`src/rtl/counter_pkg.sv`:
```
// counter_pkg: shared state type and default sizing for counter_split.
package counter_pkg;
    localparam int W_DEF     = 4;
    localparam int B_MAX_DEF = 4;
    typedef enum logic [1:0] {IDLE, DOWN_BOTH, DOWN_A, DONE} state_t;
endpackage

```
`src/rtl/down_counter.sv`:
```
// down_counter: loadable down-counter that never steps below zero.
module down_counter #(
    parameter int W = 4
) (
    input  logic         clk,
    input  logic         reset,
    input  logic         load,
    input  logic [W-1:0] load_val,
    input  logic         dec,
    output logic [W-1:0] q
);
    logic [W-1:0] q_q, q_d;
    always_comb q_d = load ? load_val : (dec && q_q != '0) ? q_q - 1'b1 : q_q;
    always_ff @(posedge clk or negedge reset)
        if (!reset) q_q <= '0;
        else        q_q <= q_d;
    assign q = q_q;
endmodule

```
`src/rtl/counter_split.sv`:
```
// counter_split: splits a loaded sum into A and B shares (B capped at B_MAX)
// and counts both down, B alongside A first, then A alone.
import counter_pkg::*;
module counter_split #(
    parameter int W     = W_DEF,
    parameter int B_MAX = B_MAX_DEF
) (
    input  logic         clk,
    input  logic         reset,
    input  logic         load_w,
    input  logic [W-1:0] q_in,
    output logic         ready,
    output logic [W-1:0] a_out,
    output logic [W-1:0] b_out,
    output logic         cnt_a,
    output logic         cnt_b,
    output logic         done
);
    localparam logic [W-1:0] BM = W'(B_MAX);
    state_t state_q, state_d;
    logic [W-1:0] half, b_ld, a_ld;
    logic load;
    // a_ld >= b_ld always holds, so A is never zero while B still counts
    assign half  = q_in >> 1;
    assign b_ld  = (half > BM) ? BM : half;
    assign a_ld  = q_in - b_ld;
    assign ready = state_q == IDLE;
    assign load  = ready && load_w;
    assign cnt_b = state_q == DOWN_BOTH && b_out != '0;
    assign cnt_a = cnt_b || (state_q == DOWN_A && a_out != '0);
    assign done  = state_q == DONE;
    always_comb begin
        state_d = state_q;
        case (state_q)
            IDLE:      state_d = load ? DOWN_BOTH : IDLE;
            DOWN_BOTH: state_d = (b_out == '0) ? DOWN_A : DOWN_BOTH;
            DOWN_A:    state_d = (a_out == '0) ? DONE : DOWN_A;
            default:   state_d = IDLE;
        endcase
    end
    always_ff @(posedge clk or negedge reset)
        if (!reset) state_q <= IDLE;
        else        state_q <= state_d;
    down_counter #(.W(W)) u_a (
        .clk(clk), .reset(reset), .load(load), .load_val(a_ld), .dec(cnt_a), .q(a_out)
    );
    down_counter #(.W(W)) u_b (
        .clk(clk), .reset(reset), .load(load), .load_val(b_ld), .dec(cnt_b), .q(b_out)
    );
endmodule

```
`config.mk`:
```
export PLATFORM = sky130hd
export DESIGN_NAME = counter_split
export DESIGN_NICKNAME = d
export VERILOG_FILES = /design/src/rtl/counter_pkg.sv /design/src/rtl/down_counter.sv /design/src/rtl/counter_split.sv
export SDC_FILE = /design/constraint.sdc
export NUM_CORES = 1
export LEC_CHECK = 0
export BUFFER_PORTS_ARGS = -buffer_cell sky130_fd_sc_hd__buf_2
export CAP_MARGIN = 20
export CORE_AREA = 10 10 55 57
export DETAILED_ROUTE_END_ITERATION = 16
export DIE_AREA = 0 0 65 67
export PLACE_DENSITY_LB_ADDON = 0.12
export SETUP_SLACK_MARGIN = 0.2
export SYNTH_ARGS = -nofsm -noshare
export SYNTH_HDL_FRONTEND = slang
export SYNTH_HIERARCHICAL = 1
export SYNTH_SLANG_ARGS = --single-unit
```
`constraint.sdc`:
```
create_clock -name clk -period 2 [get_ports clk]
set_input_delay 0.1 -clock clk [delete_from_list [all_inputs] [get_ports clk]]
set_output_delay 0.1 -clock clk [all_outputs]
set_load 0.03 [all_outputs]
```
==> metrics, run 1 <==
critical path class flop to flop; grt total ovfl 0; total CTS buffers 3; TNS Setup 0 ns; CTS max path bufs 2; vias in the first global route 559; max frequency 0.568 GHz; hpwl dp 1300 um; slowest CP cell or4_4; max incr delay on CP 0.56 ns; Post-DRT Antenna Nets 0; hold crit path type input pin to flop; initial antenna violation count 0; Final WS setup 0.239 ns; Crit. End Element flop; mapped cell area 766 um^2; hold path start q_in[3]; Clock transition at path regs 0.07 ns; R2R Path Start u_b/q[2]$_DFFE_PN0P_; Synth Instances 82; Ys Warns 6; Yosys top cell by area dfrtp_1; top post-synthesis cells by area dfrtp_1, ha_1, inv_1; fraction of layout instances using a drive strength above 1 41.3%; Boundary Pins 19; Die Width 65 um; Site Rows 16; met1 usage 8.83%; Critical Path, Cell by Cell or4_4, nand2b_4, o21ai_2, nor4b_4, a221o_2; synthesized flop and latch total 10; vias 630; final setup fails 0; max_cap viols 0; Unique masters post-synth 30; clk root buf clkbuf_4; DRT iter0 DRCs 17; Final Hold Vio Count 0; RSZ-0062 raised after global routing true; Core Util, Final 48.6%; global-route wire length before repair 2620 um; # diodes 0; Top Usage Layer GRT met2; Slew @ Worst Pin 0.588 ns; Avg Vias per Cell 4.81; CORE AREA 1940 um^2; largest net degree at the start of global routing 21; min Tclk post-route 1.76 ns; status complete, no violations; fill cell count 199; Max Fanout on Critical Path 5; die area 4360 um^2; effective utilization at floorplan 39.4%; area of the multi-input gates 462 um^2; met2 usage 12.1%; fin nets 118; ys flop type dfrtp_1; Total Wirelength 1650 um; worst relative slew slack 60.8%; Port Buffer Count 18; Overall Global Routing Usage 7.58%; storage element area 260 um^2; Worst setup startpoint u_b/q[2]$_DFFE_PN0P_; WP data required 2.15 ns; Final GP Congestion 0.729; Peak supply drop 0.984 mV; Layout area overhead 23.4%; Initial DRT Pass Iterations 4; Mapped Nets 95; DR DRC count 0; Skew-Pair Late Insertion Delay 0.26 ns; Pleak 0.448 nW; sequential share of the synthesized area 32.7%; Critical Path AT 1.91 ns; TritonCTS clock tree yes; CTS Sinks 10; met3 Use GR 2.51%; ys async rst share 100%; Synth top area share 32.7%; mean post-synth cell area 9.34 um^2; Tot Pwr 1.76 mW; Max Slew Vio Count 0; routed len/inst 12.6 um; Final Cycle Share 88.0%; Worst setup SP type flop; htree depth 1; Layout Skew 0.000963 ns; number of synthesized flops with an enable pin 0; Place WS 0.214 ns; PwrDens 1870 nW/um^2; Die H 67 um
==> cell usage after synthesis, drive strengths merged, types with 2 or more instances <==
master / number
o21a: 2
and2: 2
nor2: 2
o211ai: 2
nor3: 4
nor3b: 4
or2b: 2
nand2b: 3
a21oi: 2
or4: 3
o21ai: 7
inv: 12
o31a: 2
a221o: 2
and4b: 2
dfrtp: 10
buf: 2
nor4b: 2
ha: 5
nand2: 6
==> registers in the layout (all words and copies together) (netlist names) <==
name and flops:
state_q 2, u_b/q 4, u_a/q 4
==> what timing repair did <==
item / CTS / global route
setup buffers: 0 / 2
setup endpoints to repair: 0 / 6
hold endpoints to repair: 10 / 0
hold buffers: 1 / 0
gates resized for setup: 0 / 5
==> path summary, 6_finish.rpt <==
kind | to | slack, ns | cells past startpoint
hold reg to reg | state_q[0]$_DFF_PN0_ | 0.52 | 1
setup / recovery | u_a/q[3]$_DFFE_PN0P_ | 0.24 | 5
max in group asynchronous | u_b/q[1]$_DFFE_PN0P_ | 1.56 | 2
hold / removal | u_b/q[2]$_DFFE_PN0P_ | 0.1 | 3
min in group asynchronous | u_a/q[3]$_DFFE_PN0P_ | 0.23 | 2
setup reg to reg | u_a/q[3]$_DFFE_PN0P_ | 0.24 | 5
==> critical path: cells and delay by family (launching register included) <==
kind             cells  cell delay [ns]
AO/OA/AOI/OAI        2             0.42
AND/OR/NAND/NOR      3             0.82
flip-flops           1             0.42
==> layout by cell type, fill, tap and decap left out, drive strengths merged, types with 3 or more instances in the layout <==
master   n
inv     12
buf     20
or4      3
nor3b    4
clkbuf   4
ha       5
nor3     4
nand2    6
dfrtp   10
nand2b   3
o21ai    7
==> per-stage QoR <==
stage | area [um^2] | cells | hold WS, ns
2_1_floorplan | 779 | 82 | -0.196
3_3_place_gp | 877 | 124 | -0.0213
3_5_place_dp | 877 | 124 | -0.0204
4_1_cts | 913 | 129 | 0.0911
5_1_grt | 945 | 131 | 0.105
6_report | 945 | 131 | 0.0979
==> power breakdown <==
part / leakage, nW / internal [mW] / total [mW] / switching [mW]
combinational: 0.319 / 0.480 / 1.15 / 0.672
sequential: 0.114 / 0.320 / 0.463 / 0.143
clock: 0.0150 / 0.0770 / 0.149 / 0.0719
total: 0.448 / 0.876 / 1.76 / 0.887
==> kinds of logic (layout without fill, tap and decap cells) <==
kind of cell	Yosys count	count (layout)	share of synthesized area [%]
xor+xnor	1	1	1.14
other cells	1	1	0.490
buf+inv	15	37	9.31
compound gates	17	17	15.4
simple gates	31	31	28.9
fa+ha+maj	6	6	10.8
flops	10	10	32.7
mux	1	1	1.31
==> layout make-up <==
type | instances | share of cell area [%]
repair buffers | 21 | 12.5
clock buffers | 4 | 2.78
well taps | 27 | 3.58
inverters | 12 | 4.77
flip-flops and latches | 10 | 27.5
multi-input cells | 57 | 48.9
==> per-layer routing <==
metal	part of all wire (%)	vias up
met2	48	15
met5	0	-
met3	5.5	2
li1	-	328
met1	45	285
met4	0.85	0
No activity file was read; power rests on OpenSTA's default activity.
==> run 2, diff against run 1 <==
==> constraint.sdc (replaced) <==
create_clock -name clk -period 1.7 [get_ports clk]
set_input_delay 0.085 -clock clk [delete_from_list [all_inputs] [get_ports clk]]
set_output_delay 0.085 -clock clk [all_outputs]
set_load 0.03 [all_outputs]
==> run 2 against run 1 <==
The flow now finishes with violations (setup timing); combinational power up 40%; clock skew up 0.0089 ns; first-iteration DRC count up 41%; clock power up 15%; final cell count up 3.8%; highest routed layer unchanged.
==> metrics, run 2 (synthesized netlist as in run 1, its figures left out) <==
status finished, violations left; violated checks setup timing; max frequency 0.573 GHz (+0.93%); Die H 67 um (unchanged); kind of cell adding the most delay to the critical path simple AND/OR/NAND/NOR gates; fraction of layout instances using a drive strength above 1 48.6% (+7.3 points); max_cap viols 0 (unchanged); vias in the first global route 632 (+13%); Max Slew Vio Count 0 (unchanged); Total Wirelength 1770 um (+7.1%); hpwl dp 1390 um (+6.9%); # diodes 0 (unchanged); Die Width 65 um (unchanged); Core Util, Final 52.0% (+3.4 points); Post-CTS Setup Bufs 0 (unchanged); Boundary Pins 19 (unchanged); Critical Path AT 1.90 ns (about the same); grt total ovfl 0 (unchanged); largest net degree at the start of global routing 16 (-24%); die area 4360 um^2 (unchanged); Layout area overhead 31.9%; TritonCTS clock tree yes; Final WS setup -0.0445 ns (-0.284 ns); htree depth 1 (unchanged); critical path class flop to flop; vias 690 (+9.5%); Overall Global Routing Usage 8.48% (+0.90 points); commonest non-fill, non-tap cell in the layout buf_2; min Tclk post-route 1.74 ns (-0.0162 ns); Bufs and invs on worst path 0 (unchanged); Final Cycle Share 103% (+15 points); Worst setup startpoint u_b/q[1]$_DFFE_PN0P_; Clock transition at path regs 0.07 ns (about the same); flop2flop setup slack -0.04 ns (-0.28 ns); R2R Path Start u_b/q[1]$_DFFE_PN0P_; WP data required 1.85 ns (-0.30 ns); Initial DRT Pass Iterations 4 (unchanged); commonest non-fill, non-tap cells in the layout buf_2, inv_1, dfrtp_2, buf_4, nand2_1; Final GP Congestion 0.719 (-1.5%); Post-DP Area 936 um^2 (+6.7%); Skew-Pair Late Insertion Delay 0.26 ns (about the same); Layout Skew 0.00988 ns (+0.00892 ns); CTS max path bufs 2 (unchanged); PwrDens 2260 nW/um^2 (+21%); DR DRC count 0 (unchanged); CORE AREA 1940 um^2 (unchanged); hold crit path type input pin to flop; Crit. End Element flop; Final Hold Vio Count 0 (unchanged); Max Fanout on Critical Path 5 (unchanged); Crit path depth 5 (unchanged); fin nets 123 (+4.2%); Post-DRT Antenna Nets 0 (unchanged); max incr delay on CP 0.55 ns (about the same); final instance area 1010 um^2 (+6.9%); CTS Sinks 10 (unchanged); final setup fails 4 (+4); Critical Path, Cell by Cell or4_4, nand2b_4, o21ai_4, nor4b_2, a221o_2; initial antenna violation count 0 (unchanged); Pleak 0.476 nW (+6.3%); clk root buf clkbuf_4; Peak supply drop 0.953 mV (-3.1%); Worst setup SP type flop; Tot Pwr 2.28 mW (+29%); r2r worst-path depth 5 (unchanged); routed len/inst 13.0 um (+3.2%); Avg Vias per Cell 5.07 (+5.5%); total CTS buffers 3 (unchanged); RSZ-0062 raised after global routing true; Site Rows 16 (unchanged); Critical Path End u_a/q[3]$_DFFE_PN0P_; effective utilization at floorplan 39.4% (unchanged); slowest CP cell or4_4; Port Buffer Count 18 (unchanged); global-route wire length before repair 2930 um (+12%); DRT iter0 DRCs 24 (+7); TNS Setup -0.102 ns (-0.102 ns); R2R Path End u_a/q[3]$_DFFE_PN0P_
## run 2: cell count changes in the layout (fill, tap and decap cells not counted), sizes merged
cell	change
buf	+5
## run 2: area by class of cell
type / count / area [um^2]
clock buffer: 4 / 26.3
fill: 216 / 932
inverter: 12 / 45.0
multi-input combinational: 57 / 475
sequential: 10 / 260
tap: 27 / 33.8
timing repair buffer: 26 / 169
## run 2: per-layer routing
| layer | GRT usage [%] | up-vias | part of all wire, % |
|---|---|---|---|
| met5 | 0 | - | 0 |
| met4 | 3.21 | 0 | 0.51 |
| met3 | 3.51 | 2 | 4.0 |
| met2 | 13.1 | 11 | 50 |
| met1 | 10.3 | 337 | 46 |
| li1 | - | 340 | - |
## run 2: worst reg2reg max path: stages, from the launching register on
cell	delay (ns)
dfrtp_2	0.40
or4_4	0.55
nand2b_4	0.11
o21ai_4	0.07
nor4b_2	0.18
a221o_2	0.32
## run 2: power breakdown
| group | internal (mW) | switching (mW) |
|---|---|---|
| clock network | 0.0905 | 0.0812 |
| logic | 0.705 | 0.904 |
| registers | 0.375 | 0.125 |
## run 2: worst min path at each step
stage,cells after the start,start,end,slack [ns]
floorplan,0,reset,state_q[0]$_DFF_PN0_,-0.21
global placement,1,reset,state_q[1]$_DFF_PN0_,-0.04
detailed placement,1,reset,state_q[1]$_DFF_PN0_,-0.04
CTS,3,q_in[3],u_b/q[2]$_DFFE_PN0P_,0.07
global route,3,q_in[3],u_b/q[2]$_DFFE_PN0P_,0.07
finish,3,q_in[3],u_b/q[2]$_DFFE_PN0P_,0.07
## run 2: timing repair
action	4_1_cts	5_1_grt
gates resized for setup	11	2
pin swaps	1	2
cloned	0	0
endpoints found under the setup margin	10	10
hold buffers	1	0
hold endpoints to repair	10	0
## run 2: stage by stage
step	hold slack [ns]	cells	worst slack (ns)
6_report	0.0748	136	-0.0445
3_3_place_gp	-0.0410	131	-0.0221
4_1_cts	0.0713	136	-0.0697
2_1_floorplan	-0.211	82	-0.254
5_1_grt	0.0746	136	-0.106
3_5_place_dp	-0.0418	131	-0.0396
